### src/rtl/seq_mult4_pkg.sv
// -----------------------------------------------------------------------------
// seq_mult4_pkg -- shared FPU sequencing constants.
//
// Holds the state encodings of the multi-cycle FPU helpers (the radix-4
// multiplier and the restoring divider) so both blocks, and anything that
// decodes their state, agree on one set of values.
// -----------------------------------------------------------------------------
package seq_mult4_pkg;

  // Radix-4 multiplier control states.
  typedef enum logic [1:0] {
    MUL_IDLE = 2'd0,
    MUL_RUN  = 2'd1,
    MUL_DONE = 2'd2
  } mul_state_e;

  // Divider control states, same numbering as the multiplier.
  typedef enum logic [1:0] {
    DIV_IDLE = 2'd0,
    DIV_RUN  = 2'd1,
    DIV_DONE = 2'd2
  } div_state_e;

  // Default operand width shared by the multiplier and divider.
  localparam int FPU_DEFAULT_W = 10;

  // Radix-4 retires two multiplier bits per step; odd widths need one
  // extra step with the multiplier zero-extended by one bit.
  function automatic int radix4_steps(input int w);
    return (w + 1) / 2;
  endfunction

endpackage

### src/rtl/seq_mult4_step.sv
// -----------------------------------------------------------------------------
// mult4_step -- one combinational radix-4 shift-add step.
//
// Ports:
//   acc        [W+1:0]   high accumulator part
//   mplr       [2K-1:0]  multiplier shift register (low product bits fill in
//                        from the top as multiplier bits retire at the bottom)
//   a          [W-1:0]   multiplicand
//   a3         [W+1:0]   precomputed 3*a
//   acc_next   [W+1:0]   accumulator after this step
//   mplr_next  [2K-1:0]  shift register after this step
//
// The accumulator never exceeds a (acc' = (acc + pp) / 4 <= (a + 3a) / 4),
// so a W+3-bit sum cannot overflow.
// -----------------------------------------------------------------------------
module mult4_step
  import seq_mult4_pkg::*;
#(
  parameter int W = FPU_DEFAULT_W
) (
  input  logic [W+1:0]                   acc,
  input  logic [2*radix4_steps(W)-1:0]   mplr,
  input  logic [W-1:0]                   a,
  input  logic [W+1:0]                   a3,
  output logic [W+1:0]                   acc_next,
  output logic [2*radix4_steps(W)-1:0]   mplr_next
);

  localparam int MW = 2 * radix4_steps(W);

  logic [W+1:0] pp;
  logic [W+2:0] sum;

  // NOTE: every signal written in an always_comb gets a value on every path
  // (here via the full case plus a leading default) so no latch is inferred.
  always_comb begin
    pp = '0;
    unique case (mplr[1:0])
      2'd0: pp = '0;
      2'd1: pp = {2'b00, a};
      2'd2: pp = {1'b0, a, 1'b0};
      2'd3: pp = a3;
    endcase
  end

  assign sum       = {1'b0, acc} + {1'b0, pp};
  // The two low sum bits are final product bits; they enter the shift
  // register from the top as the two consumed multiplier bits leave.
  assign acc_next  = {1'b0, sum[W+2:2]};
  assign mplr_next = {sum[1:0], mplr[MW-1:2]};

endmodule

### src/rtl/seq_mult4.sv
// -----------------------------------------------------------------------------
// seq_mult4 -- sequential unsigned multiplier, radix-4 shift-add.
//
// Ports:
//   clk    sole clock, rising edge
//   rst    asynchronous, active-high reset
//   start  request; accepted in IDLE or DONE only
//   a, b   [W-1:0] unsigned operands, captured on the accepting edge
//   p      [2W-1:0] registered product, held until the next result is written
//   busy   high in RUN
//   done   one-cycle pulse, p valid
//   io     [W-1:0] remaining-iteration count (K after accept, 0 when idle)
//
// Latency is fixed at K = ceil(W/2) RUN cycles regardless of operand values.
// -----------------------------------------------------------------------------
module seq_mult4
  import seq_mult4_pkg::*;
#(
  parameter int W = FPU_DEFAULT_W
) (
  input  logic             clk,
  input  logic             rst,
  input  logic             start,
  input  logic [W-1:0]     a,
  input  logic [W-1:0]     b,
  output logic [2*W-1:0]   p,
  output logic             busy,
  output logic             done,
  output logic [W-1:0]     io
);

  localparam int K  = radix4_steps(W);
  localparam int MW = 2 * K;

  mul_state_e    state_q, state_d;
  logic          load;

  logic [W-1:0]  a_q;
  logic [W+1:0]  a3_q;
  logic [W+1:0]  acc_q, acc_next;
  logic [MW-1:0] mplr_q, mplr_next;

  mult4_step #(.W(W)) u_step (
    .acc       (acc_q),
    .mplr      (mplr_q),
    .a         (a_q),
    .a3        (a3_q),
    .acc_next  (acc_next),
    .mplr_next (mplr_next)
  );

  // Next-state logic; start is only honoured in IDLE and DONE.
  always_comb begin
    state_d = state_q;
    load    = 1'b0;
    unique case (state_q)
      MUL_IDLE: begin
        if (start) begin
          load    = 1'b1;
          state_d = MUL_RUN;
        end
      end
      MUL_RUN: begin
        if (io == W'(1)) state_d = MUL_DONE;
      end
      MUL_DONE: begin
        if (start) begin
          load    = 1'b1;
          state_d = MUL_RUN;
        end else begin
          state_d = MUL_IDLE;
        end
      end
      default: state_d = MUL_IDLE;
    endcase
  end

  // NOTE: sequential state uses non-blocking assignments so every register
  // samples the pre-edge values, independent of statement order.
  always_ff @(posedge clk or posedge rst) begin
    if (rst) begin
      state_q <= MUL_IDLE;
    end else begin
      state_q <= state_d;
    end
  end

  always_ff @(posedge clk or posedge rst) begin
    if (rst) begin
      a_q    <= '0;
      a3_q   <= '0;
      acc_q  <= '0;
      mplr_q <= '0;
      io     <= '0;
      p      <= '0;
    end else if (load) begin
      a_q    <= a;
      a3_q   <= {2'b00, a} + {1'b0, a, 1'b0};
      acc_q  <= '0;
      mplr_q <= MW'(b);
      io     <= W'(K);
    end else if (state_q == MUL_RUN) begin
      acc_q  <= acc_next;
      mplr_q <= mplr_next;
      io     <= io - W'(1);
      // Final step: {acc, mplr} now holds the full product.
      if (io == W'(1)) p <= (2*W)'({acc_next, mplr_next});
    end
  end

  assign busy = (state_q == MUL_RUN);
  assign done = (state_q == MUL_DONE);

endmodule

### config.mk
export PLATFORM = sky130hd
export DESIGN_NAME = seq_mult4
export DESIGN_NICKNAME = d
export VERILOG_FILES = /design/src/rtl/seq_mult4_pkg.sv /design/src/rtl/seq_mult4_step.sv /design/src/rtl/seq_mult4.sv
export SDC_FILE = /design/constraint.sdc
export NUM_CORES = 1
export LEC_CHECK = 0
export BUFFER_PORTS_ARGS = -buffer_cell sky130_fd_sc_hd__buf_2
export CAP_MARGIN = 20
export CORE_ASPECT_RATIO = 1.25
export CORE_UTILIZATION = 40
export DETAILED_ROUTE_END_ITERATION = 8
export GPL_TIMING_DRIVEN = 0
export SYNTH_ARGS = -nofsm -noshare
export SYNTH_HDL_FRONTEND = slang
export SYNTH_SLANG_ARGS = --single-unit
export TNS_END_PERCENT = 20
### constraint.sdc
create_clock -name clk -period 3.8 [get_ports clk]
set_input_delay 0.95 -clock clk [delete_from_list [all_inputs] [get_ports clk]]
set_output_delay 0.95 -clock clk [all_outputs]
set_load 0.05 [all_outputs]
* Word-level counts from Yosys, hierarchy flattened
Index checks and enable logic that the tools add are counted.
Word-level totals: bits in registers 76, input bits 23, word-level logic and storage cells 38
Cells by class: add/sub/neg operators 3, eq/ne operators 8, muxes and demuxes 13, bitwise logic cells 1, reduce and logical (&&, ||, !) cells 6
Operators by type and width (number):
- $pmux 12 s4 | 1
- $mux 10 | 4
- $mux 12 | 2
- $add 12x12->13 | 1
- $add 10x11->12 | 1
- $eq 10x1->1 const B | 1
- $sub 10x1->10 const B | 1
- $eq 2x2->1 const B | 3
- $pmux 2 s3 | 1
- $eq 2x1->1 const B | 2
- $logic_not 2->1 | 2
- $mux 2 | 2
- $mux 1 | 3
- $reduce_and 3->1 | 1
- $ne 2x1->1 const B | 1
- $ne 2x2->1 const B | 1
- $reduce_and 2->1 | 1
- $reduce_bool 2->1 | 1
- $reduce_or 2->1 | 1
- $not 1->1 | 1

* Logic depth before layout (Yosys ltp)
Gate-level depths: netlist (run 1).
depth in word-level cells 5, mapped depth 11, mapped depth without buffers 10

* By module
Synthesis (run 1) repeated with hierarchy kept, for this count alone.
Unflattened totals: cells, all modules 425, area, all modules 4414.2 um^2
Modules (own cells, without submodules):
- seq_mult4 | times used 1, cells an instance 304, area each 3463.3 um^2, sequential area each 1876.8 um^2
- mult4_step | times used 1, cells an instance 121, area each 950.9 um^2, sequential area each 0.0 um^2

* Worst setup path before layout (run 1)
OpenSTA, ideal clock, no wires.
kind register to register, start point reg mplr_q[1], end point reg p[19], library setup time 0.125 ns, data arrival time 2.718 ns, data required time 3.675 ns, slack 0.957 ns, cell stages (with the launch flop) 12, buffers on the path 2, cells stage by stage dfrtp_1 -> buf_1 -> mux2_2 -> a22o_1 -> ha_1 -> buf_2 -> a21o_1 -> a311oi_1 -> o21a_1 -> o31ai_2 -> xnor2_1 -> mux2_2
On the way: cells in the longest elaborated chain, start to end 3
RTL lines:
- start: declaration | line seq_mult4.sv:41 | logic [MW-1:0] mplr_q, mplr_next;
- start signal: assignment | line seq_mult4.sv:100 | mplr_q <= MW'(b);
- start signal: assignment | line seq_mult4.sv:104 | mplr_q <= mplr_next;
- $eq 2x2->1 (tied with other cells) | line seq_mult4_step.sv:38 | unique case (mplr[1:0])
- $pmux 12 s4 * | line seq_mult4_step.sv:38
- $add 12x12->13 * | line seq_mult4_step.sv:46 | assign sum = {1'b0, acc} + {1'b0, pp};
- end signal: assignment | line seq_mult4.sv:107 | if (io == W'(1)) p <= (2*W)'({acc_next, mplr_next});
- end: declaration | line seq_mult4.sv:26 | output logic [2*W-1:0] p,
Mark *: on every way between the ends. The rest lies on a longest branch, timed or not. A chain may end at the register's enable or synchronous reset.

* Worst setup path after layout (run 1)
start point reg mplr_q[1], end point reg p[17]
The elaborated chain is that of the path after synthesis.

==> metrics.yaml, run 1 <==
hp-class: "reg -> reg"
grt_use_total_pct: 18.0
rows: 40
gp_congestion: 0.800
dieArea_sq_mm: 0.0104
relSlewSlack_pct: 65.0
synth_nets: 470
synthSimpleGateAreaFrac_pct: 15.7
cts_setup_buffers: 0
postCtsHoldBufs: 0
die_y_um: 114
seq_area_frac_synth_pct: 46.2
synthArstFlopShare_pct: 100
synth_compound_area_share_pct: 17.3
mappedNetlistArea_sq_mm: 0.00401
synth_seq_cells: 74
post_dp_cell_area_sq_mm: 0.00447
maxCapViolCount: 0
synth_top_area_cell: "dfrtp_1"
grt_busiest_layer: "met2"
met1_usage_pct: 23.0
nNetsFinal: 536
core_sq_mm: 0.00966
initial_core_util_pct: 41.5
worstSetupPathType: "reg -> reg"
diodes: 0
avgRoutedWirePerCell_um: 14.2
end_kind: "flop"
via_per_inst: 5.15
cts_buffer_depth: 2
crit_path_start_kind: "flop"
fin_skew_ns: 0.00932
finalSetupViolations: 0
synthTopCellsByArea: "dfrtp_1, nand2_1, ha_1"
drt_first_pass_iters: 4
seq_area_sq_mm: 0.00185
hold_viol_final: 0
cellLeakagePower_nw: 2.38
synth_edf_count: 0
period_minus_slack_ns: 3.20
rsz0062_at_grt: "no"
synth_cell_types: 52
antenna_found_initial: 0
yosysTopAreaCellShare_pct: 46.2
synth_top_family_by_area: "compound AO/OA/AOI/OAI gates"
multi_input_area_sq_mm: 0.00201
fin_util_pct: 49.4
drc: 0
grt_pass1_vias: 3007
total_power_mw: 3.15
drt_iter0_markers: 129
grt.met3_usage_pct: 4.00
hpwl_mm: 6.60
max_freq_mhz: 312
top_level_ports: 55
muxShareOfSynthArea_pct: 4.37
crit_arrival_ns: 3.43
pre_cts_slack_ns: 0.587
cp_max_fo: 10
clock_latency_ns: 0.35
root_buffer: "clkbuf_16"
fill_cells: 921
peakVddDrop_v: 0.000274
fin_setup_tns_ns: 0
synth_fa_ha_area_share_pct: 8.49
postCtsResizedCells: 0
ant_nets: 0
drive_gt1_share_pct: 18.9
cts_max_level: 3
synthCells: 421
vias: 3180
port_buffers: 54
p_per_area_mw_per_mm2: 660
synth_xor_area_share_pct: 4.15
fin_ws_ns: 0.596
final-max-slew-violation-count: 0
clock_sinks: 74
grt_pass1_wl_mm: 14.6
synthFlopType: "dfrtp_1"
dieWidth_um: 91.5
fin_area_sq_mm: 0.00478
cts.reportedPaths.clkPinSlew_ns: 0.06
status: "completed"
cts_buffers: 9
timing_worst_slew_pin_value_ns: 0.525
syn_avg_cell_area_sq_um: 9.52
fin_crit_sh_pct: 84.3
grt_max_degree: 71
postRouteWirelength_mm: 8.75
cts_tree: "yes"
yosys_warnings: 0
syn2layout_area_growth_pct: 19.2
required_ns: 4.03
grt_overflow: 0
use_met2_pct: 29.1
-- routing by layer --
layer / up-vias / part of all wire [%]
met5: - / 0
met2: 42 / 50
met1: 1531 / 46
met4: 0 / 1.8
li1: 1597 / -
met3: 10 / 2.4
-- registers in the layout (all words and copies together), names as in the netlist --
name	flops
a_q	10
io	10
a3_q	11
state_q	2
acc_q	11
p	20
mplr_q	10
-- per-stage QoR --
step / std cells / hold slack [ns]
after floorplan: 421 / 0.440
after global placement: 601 / 0.448
after detailed placement: 602 / 0.453
after CTS: 618 / 0.468
after global routing: 618 / 0.465
final: 618 / 0.461
-- worst max-delay path: stages, from the launching register on --
cell	delay, ns
dfrtp_1	0.39
buf_1	0.43
mux2_2	0.39
a22o_1	0.19
ha_1	0.35
a21o_1	0.24
a31o_1	0.20
a31oi_2	0.29
o21ai_1	0.15
xor2_1	0.18
mux2_4	0.27
-- cell type report --
cell class              count  area share (%)
well taps                 126            3.30
flip-flops and latches     74            38.8
repair buffers             55            6.24
inverters                  13            1.07
clock buffers               9            4.72
plain buffers              23            2.10
clock inverters             7            1.78
multi-input cells         311            42.0
-- synth_stat cells (2+ instances only) --
library cell and count:
mux2_4 2, a21oi_1 16, xnor2_1 11, dfrtp_1 74, inv_1 13, a22o_1 12
nand2_1 99, nor2b_1 8, mux2_1 2, nand2b_1 4, o21ai_0 35, clkbuf_1 18
o21a_1 3, mux2_2 10, nand3_1 7, and3_1 2, nor2_1 14, xor2_1 8
o41ai_1 2, a21o_1 6, ha_1 24, a211oi_1 3, a22oi_1 10, nand4_1 4
and2_1 3, fa_1 2, o21bai_1 2, buf_2 2, a31oi_1 2
-- power breakdown --
part	internal, mW	leakage, nW	total [mW]	switching [mW]
combinational	0.449	1.30	1.14	0.695
clock	0.522	0.146	0.885	0.363
sequential	0.962	0.943	1.12	0.161
-- cells by family (layout without fill, tap and decap cells) --
kind of cell / count (synthesis) / after routing
flops: 74 / 74
simple gates: 146 / 146
mux: 15 / 15
xor+xnor: 19 / 19
compound gates: 105 / 105
fa+ha+maj: 26 / 26
buf+inv: 36 / 107
-- final timing paths --
path                           start        to  slack [ns]  cells after the start
max                        mplr_q[1]     p[17]        0.60                     10
min                             p[8]      p[8]        0.46                      2
max reg2reg                mplr_q[1]     p[17]        0.60                     10
min reg2reg                     p[8]      p[8]        0.46                      2
max in group asynchronous        rst  acc_q[6]        2.78                      3
min in group asynchronous        rst     io[4]        0.47                      2
-- layout by cell type (no fill, tap or decap), types with 2 or more instances in the layout --
master	instances
and2_1	3
o21bai_1	2
nand2_1	99
inv_8	2
xnor2_1	11
and3_1	2
nor2b_1	8
a31oi_1	2
fa_1	2
a21o_1	6
nand4_1	4
a22o_1	12
dfrtp_1	74
ha_1	24
nand3_1	7
inv_6	2
inv_1	12
a22oi_1	10
nor2_1	14
mux2_2	10
o21ai_0	35
nand2b_1	4
mux2_4	2
clkbuf_16	9
xor2_1	8
buf_2	56
mux2_1	2
clkinvlp_4	2
a211oi_1	3
o21a_1	3
o41ai_1	2
a21oi_1	16
clkbuf_1	18
(Power assumes the default switching activity.)
==> run 2: changes to the inputs <==
==> constraint.sdc (replaced) <==
create_clock -name clk -period 2.8 [get_ports clk]
set_input_delay 0.7 -clock clk [delete_from_list [all_inputs] [get_ports clk]]
set_output_delay 0.7 -clock clk [all_outputs]
set_load 0.05 [all_outputs]
==> metrics.yaml, run 2 (synthesis gave the netlist of run 1 again) <==
core_sq_mm: 0.00966  # unchanged
ff2ff_setup_slack_ns: 0.11  # was 0.60 ns
rows: 40  # unchanged
cpPeakStageDelay_ns: 0.40  # was 0.43 ns
grt_overflow: 0  # unchanged
top_level_ports: 55  # unchanged
antenna_found_initial: 0  # unchanged
syn2layout_area_growth_pct: 22.3  # was 19.2%
layout_common_cells: "nand2_1, dfrtp_1, buf_2, o21ai_0, ha_1"  # unchanged
gp_congestion: 0.779  # was 0.800
period_minus_slack_ns: 2.69  # was 3.20 ns
largest-register: "p"  # unchanged
die_y_um: 114  # unchanged
end_kind: "flop"  # unchanged
fin_crit_sh_pct: 96.1  # was 84.3%
diodes: 0  # unchanged
cts_buffers: 9  # unchanged
rsz0062_at_grt: "yes"  # was no
grt_pass1_wl_mm: 14.9  # was 14.6 mm
p_per_area_mw_per_mm2: 921  # was 660 mW/mm^2
hp-class: "in -> async"  # was reg -> reg
fill_cells: 928  # was 921
timing_worst_slew_pin_value_ns: 0.580  # was 0.525 ns
fin_util_pct: 50.8  # was 49.4%
root_buffer: "clkbuf_16"  # unchanged
nNetsFinal: 537  # was 536
crit_cells: 10  # unchanged
power.switching_mw: 1.69  # was 1.22 mW
clock_sinks: 74  # unchanged
max_freq_mhz: 372  # was 312 MHz
cts_buffer_depth: 2  # unchanged
avgRoutedWirePerCell_um: 14.4  # was 14.2 um
port_buffers: 54  # unchanged
cp_cell_sequence: "buf_6, mux2_2, a22o_1, ha_4, a21o_1, a31o_1, a31oi_4, o21bai_1, xor2_1, mux2_4"  # was buf_1, mux2_2, a22o_1, ha_1, a21o_1, a31o_1, a31oi_2, o21ai_1, xor2_1, mux2_4
peakVddDrop_v: 0.000411  # was 0.000274 V
worstSetupPathType: "reg -> reg"  # unchanged
status: "completed"  # unchanged
maxCapViolCount: 0  # unchanged
crit_arrival_ns: 2.91  # was 3.43 ns
crit_path_start_kind: "flop"  # unchanged
final-max-slew-violation-count: 0  # unchanged
combPwrFrac_pct: 38.2  # was 36.3%
dieArea_sq_mm: 0.0104  # unchanged
crit_family: "compound AO/OA/AOI/OAI gates"  # unchanged
drt_iter0_markers: 174  # was 129
grt_max_degree: 70  # was 71
drc: 0  # unchanged
relSlewSlack_pct: 61.3  # was 65.0%
power_frac_clock_pct: 27.7  # was 28.1%
cpMaxStageDelayCell: "dfrtp_1"  # was buf_1
hold_viol_final: 0  # unchanged
postCtsHoldBufs: 0  # unchanged
required_ns: 3.02  # was 4.03 ns
largest_registers: "p x20, a3_q x11, acc_q x11"  # unchanged
hpwl_mm: 6.63  # was 6.60 mm
cts_tree: "yes"  # unchanged
finalSetupViolations: 0  # unchanged
fin_skew_ns: 0.00784  # was 0.00932 ns
drive_gt1_share_pct: 22.9  # was 18.9%
dieWidth_um: 91.5  # unchanged
initial_core_util_pct: 41.5  # unchanged
clock_latency_ns: 0.34  # was 0.35 ns
cts_max_level: 3  # unchanged
ant_nets: 0  # unchanged
vias: 3184  # was 3180
total_power_mw: 4.51  # was 3.15 mW
r2r-start: "mplr_q[1]"  # unchanged
cts.reportedPaths.clkPinSlew_ns: 0.06  # about the same
postRouteWirelength_mm: 8.93  # was 8.75 mm
via_per_inst: 5.14  # was 5.15
path_buf_inv: 1  # unchanged
ff2ff_path_depth: 10  # unchanged
cp_max_fo: 8  # was 10
p_seq_share_pct: 34.0  # was 35.6%
switching_share_pct: 37.5  # was 38.7%
cellLeakagePower_nw: 2.43  # was 2.38 nW
final_common_cell: "nand2_1"  # unchanged
largest_reg_flops: 20  # unchanged
grt_pass1_vias: 3129  # was 3007
grt_use_total_pct: 18.2  # was 18.0%
internal-power_mw: 2.82  # was 1.93 mW
fin_setup_tns_ns: 0  # unchanged
worst_r2r_endpoint: "p[15]"  # was p[17]
drt_first_pass_iters: 4  # unchanged
run 2: final cells by class:
class                           count  area [sq um]  area share, %
Buffer                             19          95.1           1.94
Clock buffer                        9           225           4.59
Clock inverter                      7          98.8           2.02
Inverter                           13          51.3           1.05
Multi-Input combinational cell    311          2090           42.5
Sequential cell                    74          1850           37.8
Tap cell                          126           158           3.22
Timing Repair Buffer               60           335           6.84
run 2: routing by layer:
layer	GRT usage, %	share of wire (%)	vias up
li1	-	-	1600
met1	22.8	45	1529
met2	31.4	51	45
met3	2.07	2.0	10
met4	8.25	1.8	0
met5	0	0	-
run 2: power groups by stage:
stage | Clock, mW | Sequential, mW | Combinational [mW]
floorplan | 0 | 1.69 | 1.02
global placement | 0 | 1.53 | 1.52
detailed placement | 0 | 1.54 | 1.56
CTS | 1.28 | 1.52 | 1.64
global route | 1.32 | 1.57 | 1.91
finish | 1.25 | 1.54 | 1.73
run 2: worst reg2reg max path, stage by stage (launching register included):
cell	delay [ns]
dfrtp_1	0.40
buf_6	0.15
mux2_2	0.34
a22o_1	0.23
ha_4	0.26
a21o_1	0.22
a31o_1	0.22
a31oi_4	0.22
o21bai_1	0.11
xor2_1	0.17
mux2_4	0.26
run 2: what timing repair did:
item | 4_1_cts | 5_1_grt
pin swaps | 1 | 8
buffers inserted | 3 | 2
gates resized for setup | 8 | 15
endpoints found under the setup margin | 8 | 10
run 2: worst max-delay path by stage:
stage	slack [ns]	from	end
floorplan	0.10	mplr_q[1]	p[19]
global placement	-0.69	rst	acc_q[7]
detailed placement	-0.18	mplr_q[1]	p[19]
CTS	0.02	mplr_q[1]	p[19]
global route	-0.03	mplr_q[1]	p[15]
finish	0.11	mplr_q[1]	p[15]
run 2: metrics by stage:
stage	worst slack (ns)	hold WS [ns]	area (sq um)	instances
floorplan	0.101	0.440	4010	421
global placement	-0.693	0.449	4440	601
detailed placement	-0.185	0.454	4470	602
CTS	0.0162	0.227	4840	621
global route	-0.0340	0.231	4900	619
finish	0.109	0.237	4900	619
